==> src/rtl/rvx_dbus_arbiter_pkg.sv <==
// Shared types and constants for the two-master RVX data bus arbiter.
// Latency: n/a (declarations only).
// Backpressure: n/a.
package rvx_dbus_arbiter_pkg;

    localparam int BUS_WIDTH  = 32;
    localparam int STRB_WIDTH = 4;

    localparam logic MASTER_0 = 1'b0;
    localparam logic MASTER_1 = 1'b1;

    typedef enum logic {
        STATE_IDLE = 1'b0,  // nothing outstanding at the slave
        STATE_BUSY = 1'b1   // one transaction outstanding, owner register valid
    } state_t;

    // One request as seen on the split read/write bus.
    typedef struct packed {
        logic                  rrequest;
        logic                  wrequest;
        logic [BUS_WIDTH-1:0]  address;
        logic [BUS_WIDTH-1:0]  wdata;
        logic [STRB_WIDTH-1:0] wstrobe;
    } bus_req_t;

endpackage

==> src/rtl/rvx_dbus_request_holder.sv <==
// Per-master hold register: parks a request that lost arbitration or met a busy slot.
// Latency: 0 cycles; the held request (or the live one when nothing is held) is visible combinationally.
// Backpressure: a parked request stays until granted; masters never issue a second request meanwhile.
//
// Ports:
//   clock, reset : rising-edge clock, synchronous active-high reset
//   live         : this cycle's request fields from the master
//   granted      : the arbiter issues this master's candidate this cycle
//   candidate    : a request is pending (live or held)
//   selected     : held request if one is parked, else the live request
module rvx_dbus_request_holder
    import rvx_dbus_arbiter_pkg::*;
(
    input  logic     clock,
    input  logic     reset,
    input  bus_req_t live,
    input  logic     granted,
    output logic     candidate,
    output bus_req_t selected
);

    logic     held_valid;
    bus_req_t held;
    logic     live_valid;

    assign live_valid = live.rrequest | live.wrequest;
    assign candidate  = held_valid | live_valid;
    // A held request is always older than any live one, so it takes precedence.
    assign selected   = held_valid ? held : live;

    always_ff @(posedge clock) begin
        if (reset) begin
            held_valid <= 1'b0;
            held       <= '0;
        end else if (granted) begin
            held_valid <= 1'b0;
        end else if (live_valid) begin
            held_valid <= 1'b1;
            held       <= live;
        end
    end

endmodule

==> src/rtl/rvx_dbus_arbiter.sv <==
// Two-master, one-slave arbiter for the RVX split read/write bus; one transaction outstanding.
// Latency: 0 added cycles uncontended; a loser issues in the cycle the winner's response returns.
// Backpressure: requests that cannot issue are parked per master until the slot frees.
//
// Ports:
//   clock, reset          : rising-edge clock, synchronous active-high reset
//   m{0,1}_*              : master request pulses/fields in, response pulses and read data out
//   s_*                   : request pulses/fields to the slave, response pulses and read data back
module rvx_dbus_arbiter
    import rvx_dbus_arbiter_pkg::*;
#(
    parameter int ROUND_ROBIN = 1
) (
    input  logic                  clock,
    input  logic                  reset,
    input  logic [BUS_WIDTH-1:0]  m0_address,
    input  logic [BUS_WIDTH-1:0]  m0_wdata,
    input  logic [STRB_WIDTH-1:0] m0_wstrobe,
    input  logic                  m0_rrequest,
    input  logic                  m0_wrequest,
    output logic [BUS_WIDTH-1:0]  m0_rdata,
    output logic                  m0_rresponse,
    output logic                  m0_wresponse,
    input  logic [BUS_WIDTH-1:0]  m1_address,
    input  logic [BUS_WIDTH-1:0]  m1_wdata,
    input  logic [STRB_WIDTH-1:0] m1_wstrobe,
    input  logic                  m1_rrequest,
    input  logic                  m1_wrequest,
    output logic [BUS_WIDTH-1:0]  m1_rdata,
    output logic                  m1_rresponse,
    output logic                  m1_wresponse,
    output logic [BUS_WIDTH-1:0]  s_address,
    output logic [BUS_WIDTH-1:0]  s_wdata,
    output logic [STRB_WIDTH-1:0] s_wstrobe,
    output logic                  s_rrequest,
    output logic                  s_wrequest,
    input  logic [BUS_WIDTH-1:0]  s_rdata,
    input  logic                  s_rresponse,
    input  logic                  s_wresponse
);

    state_t   state;
    logic     owner;
    logic     pointer;

    bus_req_t live0, live1, sel0, sel1, s_req;
    logic     cand0, cand1;
    logic     slot_free, issue, winner, tie_to_m1, grant0, grant1;
    logic     response, response_ok;

    assign live0 = '{rrequest: m0_rrequest, wrequest: m0_wrequest,
                     address: m0_address, wdata: m0_wdata, wstrobe: m0_wstrobe};
    assign live1 = '{rrequest: m1_rrequest, wrequest: m1_wrequest,
                     address: m1_address, wdata: m1_wdata, wstrobe: m1_wstrobe};

    rvx_dbus_request_holder u_hold0 (
        .clock     (clock),
        .reset     (reset),
        .live      (live0),
        .granted   (grant0),
        .candidate (cand0),
        .selected  (sel0)
    );

    rvx_dbus_request_holder u_hold1 (
        .clock     (clock),
        .reset     (reset),
        .live      (live1),
        .granted   (grant1),
        .candidate (cand1),
        .selected  (sel1)
    );

    assign response  = s_rresponse | s_wresponse;
    // A response retires the outstanding transaction, so the slot can be reused the same cycle.
    assign slot_free = (state == STATE_IDLE) || response;
    assign issue     = !reset && slot_free && (cand0 || cand1);
    assign tie_to_m1 = (ROUND_ROBIN != 0) && (pointer == MASTER_1);
    assign winner    = (cand0 && !(cand1 && tie_to_m1)) ? MASTER_0 : MASTER_1;
    assign grant0    = issue && (winner == MASTER_0);
    assign grant1    = issue && (winner == MASTER_1);

    assign s_req      = issue ? ((winner == MASTER_1) ? sel1 : sel0) : '0;
    assign s_rrequest = s_req.rrequest;
    assign s_wrequest = s_req.wrequest;
    assign s_address  = s_req.address;
    assign s_wdata    = s_req.wdata;
    assign s_wstrobe  = s_req.wstrobe;

    // Responses arriving while idle (e.g. after a reset abandoned a transaction) are dropped.
    assign response_ok  = !reset && (state == STATE_BUSY);
    assign m0_rresponse = response_ok && (owner == MASTER_0) && s_rresponse;
    assign m0_wresponse = response_ok && (owner == MASTER_0) && s_wresponse;
    assign m1_rresponse = response_ok && (owner == MASTER_1) && s_rresponse;
    assign m1_wresponse = response_ok && (owner == MASTER_1) && s_wresponse;
    assign m0_rdata     = s_rdata;
    assign m1_rdata     = s_rdata;

    always_ff @(posedge clock) begin
        if (reset) begin
            state   <= STATE_IDLE;
            owner   <= MASTER_0;
            pointer <= MASTER_0;
        end else if (issue) begin
            state <= STATE_BUSY;
            owner <= winner;
            if (ROUND_ROBIN != 0) begin
                pointer <= ~winner;
            end
        end else if (response) begin
            state <= STATE_IDLE;
        end
    end

endmodule

==> config.mk <==
export PLATFORM = sky130hd
export DESIGN_NAME = rvx_dbus_arbiter
export DESIGN_NICKNAME = d
export VERILOG_FILES = /design/src/rtl/rvx_dbus_arbiter_pkg.sv /design/src/rtl/rvx_dbus_request_holder.sv /design/src/rtl/rvx_dbus_arbiter.sv
export SDC_FILE = /design/constraint.sdc
export NUM_CORES = 1
export LEC_CHECK = 0
export CAP_MARGIN = 20
export CORE_MARGIN = 2
export CORE_UTILIZATION = 45
export DETAILED_ROUTE_END_ITERATION = 16
export PLACE_DENSITY = 0.87
export SETUP_SLACK_MARGIN = 0.15
export SLEW_MARGIN = 20
export SYNTH_ARGS = -nofsm -noshare
export SYNTH_HDL_FRONTEND = slang
export SYNTH_HIERARCHICAL = 1
export SYNTH_SLANG_ARGS = --single-unit
==> constraint.sdc <==
create_clock -name clock -period 3.3 [get_ports clock]
set_input_delay 0.66 -clock clock [delete_from_list [all_inputs] [get_ports clock]]
set_output_delay 0.66 -clock clock [all_outputs]
set_load 0.02 [all_outputs]
* After elaboration in Yosys (flattened, before gate mapping)
Index checks and enable logic that the tools add are counted.
** Operators by class
- Muxes and demuxes :: 7
- Reductions and logical operators :: 22
- Bitwise gates (word level) :: 9
** Operator list (count)
- $mux W70 :: 4
- $logic_and A1 B1 Y1 :: 13
- $or A1 B1 Y1 :: 5
- $not A1 Y1 :: 4
- $reduce_and A2 Y1 :: 2
- $reduce_or A2 Y1 :: 2
- $mux W1 :: 3
- $logic_not A1 Y1 :: 2
- $logic_or A1 B1 Y1 :: 2
- $reduce_bool A2 Y1 :: 1
** Storage, ports and cells
- Bits in registers :: 145
- Input port bits :: 176

* Logic depth before layout (Yosys ltp)
- Depth in word-level cells :: 9
- Depth in mapped cells :: 13
- Mapped depth without buffers :: 7

* By module
Netlist, hierarchy kept.
** By module, submodules not included
- rvx_dbus_request_holder :: sequential area each 1421.4 um^2, cells an instance 387, instances 2, area each 3295.7 um^2
- rvx_dbus_arbiter :: sequential area each 60.1 um^2, cells an instance 319, instances 1, area each 1716.6 um^2

* Worst setup path before layout
Ideal clock, no wire load.
- Kind :: input to output
- Start point :: input port m0_wrequest
- End point :: output port s_address[24]
- Stages :: 6
- Path slack :: 0.508 ns
- Data arrival time :: 2.132 ns
- Buffers on the path :: 2
- Required time :: 2.640 ns
- Cell sequence :: or3_1 a21bo_2 buf_2 clkbuf_1 nand2_1 a21oi_1
** Between the ends
- Word-level cells in the longest chain between the ends :: 5
- Elaborated cells between the ends (all ways) :: 7
** Ends and longest elaborated chain
- start, declared :: RTL line rvx_dbus_arbiter.sv:20 : input logic m0_wrequest,
- $or A1 B1 Y1 (*) :: RTL line rvx_dbus_request_holder.sv:26 : assign live_valid = live.rrequest | live.wrequest;
- $or A1 B1 Y1 (*) :: RTL line rvx_dbus_request_holder.sv:27 : assign candidate = held_valid | live_valid;
- $logic_and A1 B1 Y1 or $logic_or A1 B1 Y1 (tied branches) :: RTL line rvx_dbus_arbiter.sv:79, rvx_dbus_arbiter.sv:77
- $mux W70 or $logic_and A1 B1 Y1 (tied branches) :: RTL line rvx_dbus_arbiter.sv:83, rvx_dbus_arbiter.sv:77
- $mux W70 (*) :: RTL line rvx_dbus_arbiter.sv:83 : assign s_req = issue ? ((winner == MASTER_1) ? sel1 : sel0) : '0;
- end, declared :: RTL line rvx_dbus_arbiter.sv:32 : output logic [BUS_WIDTH-1:0] s_address,
Every way passes the cells marked *; elsewhere a longest branch is shown, timed or not.

* Worst setup path after layout
- Start point :: input port m0_rrequest
- End point :: output port s_wdata[10]
** Between the ends
- Word-level cells in the longest chain between the ends :: 5
- Elaborated cells between the ends (all ways) :: 7
** Ends and longest elaborated chain
- start, declared :: RTL line rvx_dbus_arbiter.sv:19 : input logic m0_rrequest,
- $or A1 B1 Y1 (*) :: RTL line rvx_dbus_request_holder.sv:26
- $or A1 B1 Y1 (*) :: RTL line rvx_dbus_request_holder.sv:27
- named net cand0 :: RTL line rvx_dbus_arbiter.sv:47 : logic cand0, cand1;
- $logic_and A1 B1 Y1 or $logic_or A1 B1 Y1 (tied branches) :: RTL line rvx_dbus_arbiter.sv:79, rvx_dbus_arbiter.sv:77
- $mux W70 or $logic_and A1 B1 Y1 (tied branches) :: RTL line rvx_dbus_arbiter.sv:83, rvx_dbus_arbiter.sv:77
- $mux W70 (*) :: RTL line rvx_dbus_arbiter.sv:83
- end, declared :: RTL line rvx_dbus_arbiter.sv:33 : output logic [BUS_WIDTH-1:0] s_wdata,
The timed path passes the listed nets; every way through them passes the cells marked *.

==> flow_metrics.tcl <==
set metrics [dict create \
    startpoint "m0_rrequest" \
    hold_buffers 0 \
    cts_tree "built" \
    period_minus_slack_ps 3120 \
    worstPathArrival_ps 2460 \
    grt_pass1_vias 7797 \
    numCtsBuffers 17 \
    overflow 0 \
    synthAdderAreaFrac 0 \
    clk_pin_slew_ps 60 \
    setup_viol 0 \
    synth.top_cell.area_share 0.349 \
    first_pass_iters 6 \
    async_reset_ff_frac 0 \
    synthTopCellsByArea "dfxtp_1 35%, mux2_2 19%, nand2_1 19%" \
    row_count 49 \
    grt_max_degree 76 \
    dieArea_um2 19600 \
    diodes 0 \
    finalMaxSlewViolations 0 \
    r2r_start "u_hold1/held_valid$_SDFFE_PP0P_" \
    critical_path_class "primary input to output port" \
    clock_latency_ps 410 \
    clockBufferDepth 2 \
    track_usage 0.246 \
    gp_congestion 0.834 \
    hp-class "flop to flop" \
    vias 7961 \
    min_period_over_period 0.945 \
    fmax_mhz 321 \
    grt_pass1_wl_um 39100 \
    avgSynthCellArea_um2 7.60 \
    report.final.hold_viol_count 0 \
    synth_mux_area_frac 0.187 \
    fillCellCount 1571 \
    cp-end-kind "output port" \
    reg2reg_slack_ps 530 \
    r2r-end "u_hold1/held[14]$_SDFFE_PP0P_" \
    instances_no_fill 1463 \
    rsz0062_at_grt "no" \
    synth_seq_cells 145 \
    synth-xor-area-share 0 \
    synthFlopType "dfxtp_1" \
    area_delta_synth_final_pct 30.1 \
    routed_via_density 5.44 \
    drive_gt1_frac 0.246 \
    peakVddDrop_mv 0.378 \
    dp_cells 1424 \
    synth_top_family_by_area "simple AND/OR/NAND/NOR gates" \
    fin_nets 1398 \
    synth_cells 1093 \
    startpoint_type "primary input" \
    synthSimpleGateAreaFrac 0.201 \
    synth_compound_area_frac 0.141 \
    core_um2 18000 \
    slew_headroom 0.357 \
    wl_per_cell_um 17.4 \
    setup_tns_ps 0 \
    die_w_um 140 \
    synth_cell_types 26 \
    p_per_area_nw_per_um2 502 \
    status "completed" \
    drv_cap 0 \
    grt_antenna_before_repair 0 \
    start_util 0.461 \
    synth-edff-count 0 \
    drc 0 \
    ant_nets 0 \
    cts-htree-levels 4 \
    yosysTopAreaCell "dfxtp_1" \
    finClkSkew_ps 6.08 \
    root_buffer "clkbuf_16" \
    ios 314 \
    reg2regPathDepth 8 \
    total_power_mw 5.43 \
    syn-cell-area_um2 8310 \
    p_leak_nw 4.46 \
    crit_required_ps 2640 \
    crit_fanout 8 \
    routed_wl_um 25500 \
    yosysSeqAreaShare 0.349 \
    clock_sinks 145 \
    hpwl_um 16000 \
    io_buffers 217 \
    worst_slew_pin_slew_ps 965 \
    synth_warnings 6 \
    die_h_um 140 \
    synth_nets 1269 \
    drtIter0Drc 531 \
    crit_end "s_wdata[10]" \
]
-- synthesized netlist by cell type (3+ instances only) --
cell      number
a21oi_1      210
and3_1         4
buf_2         47
buf_4         64
buf_6          9
clkbuf_1      23
clkbuf_8       7
dfxtp_1      145
inv_1          3
mux2_2       138
nand2_1      414
nor2_1         4
nor3b_1        3
o21ai_0        4
or3_1          3
-- placed cells by master (no fill, tap or decap), types with 2 or more instances in the layout --
cell               n
nand2_1          412
a21oi_1          201
clkdlybuf4s50_1  144
dfxtp_1          143
mux2_2           138
buf_4             44
buf_2             43
clkbuf_16         20
buf_12            16
a21oi_2            9
nor2_1             4
and3_1             4
buf_6              4
o21ai_0            4
nor3b_1            3
or3_4              3
inv_1              3
bufinv_16          3
clkinv_2           3
clkbuf_1           3
clkdlybuf4s15_2    3
nand2_2            2
clkinvlp_4         2
dlymetal6s2s_1     2
o21ba_4            2
o21bai_4           2
nand2b_1           2
a2bb2oi_1          2
dfxtp_4            2
-- layer usage --
layer	routed length, um	global-route usage	vias to the layer above
li1	-	-	3807
met1	10300	0.293	3729
met2	12500	0.427	361
met3	1980	0.0585	64
met4	707	0.0995	0
met5	0	0	-
-- area by class of cell --
| cell class | count | area (um^2) | share of cell area |
|---|---|---|---|
| multi-input cells | 795 | 4490 | 0.416 |
| flip-flops and latches | 145 | 2910 | 0.269 |
| repair buffers | 260 | 2520 | 0.233 |
| clock buffers | 21 | 450 | 0.0417 |
| well taps | 229 | 287 | 0.0265 |
| clock inverters | 10 | 135 | 0.0125 |
| inverters | 3 | 11.3 | 0.00104 |
-- power by group --
group / internal, mW / total [mW] / switching (mW) / leakage (nW)
combinational: 0.722 / 1.52 / 0.799 / 2.97
clock: 1.20 / 1.95 / 0.747 / 0.283
sequential: 1.89 / 1.96 / 0.0683 / 1.20
total: 3.81 / 5.43 / 1.61 / 4.46
-- metrics by stage --
| step | util | area, um^2 | setup slack (ps) | hold WS (ps) |
|---|---|---|---|---|
| 3_3_place_gp | 0.570 | 10300 | -484 | 438 |
| 5_1_grt | 0.599 | 10800 | 107 | 466 |
| 2_1_floorplan | - | 8310 | 508 | 433 |
| 4_1_cts | 0.595 | 10700 | 54.5 | 453 |
| 6_report | 0.599 | 10800 | 181 | 451 |
| 3_5_place_dp | 0.570 | 10300 | -493 | 443 |
-- worst max-delay path, cell delays in order --
cell and delay [ps]:
clkdlybuf4s50_1 430, or3_4 410, buf_6 130, a21boi_4 150, buf_12 170, buf_6 120, buf_4 120, nand2_2 70
a21oi_2 50, buf_4 150
-- cells by family after synthesis --
group / after synthesis
flops: 145
mux: 138
buf+inv: 153
compound gates: 224
simple gates: 433
-- how the worst min path moves through the flow --
stage                                                to  cells past startpoint                          start
after floorplan            u_hold0/held[0]$_SDFFE_PP0P_                      2   u_hold0/held[0]$_SDFFE_PP0P_
after global placement    u_hold0/held[56]$_SDFFE_PP0P_                      2  u_hold0/held[56]$_SDFFE_PP0P_
after detailed placement  u_hold1/held[57]$_SDFFE_PP0P_                      2  u_hold1/held[57]$_SDFFE_PP0P_
after CTS                 u_hold1/held[57]$_SDFFE_PP0P_                      2  u_hold1/held[57]$_SDFFE_PP0P_
after global routing      u_hold1/held[62]$_SDFFE_PP0P_                      2  u_hold1/held[62]$_SDFFE_PP0P_
final                     u_hold1/held[35]$_SDFFE_PP0P_                      2  u_hold1/held[35]$_SDFFE_PP0P_
-- registers in the layout, indices dropped and copies added, names as in the netlist --
name                cells
u_hold0/held           70
owner                   1
state                   1
pointer                 1
u_hold1/held_valid      1
u_hold0/held_valid      1
u_hold1/held           70
-- what timing repair did --
item                                    in CTS  in global routing
gates cloned                                 1                  3
gates resized for setup                    281                 36
pin swaps                                    1                  5
endpoints found under the setup margin      70                 70
setup buffers                                4                  0
(Power assumes the default switching activity.)
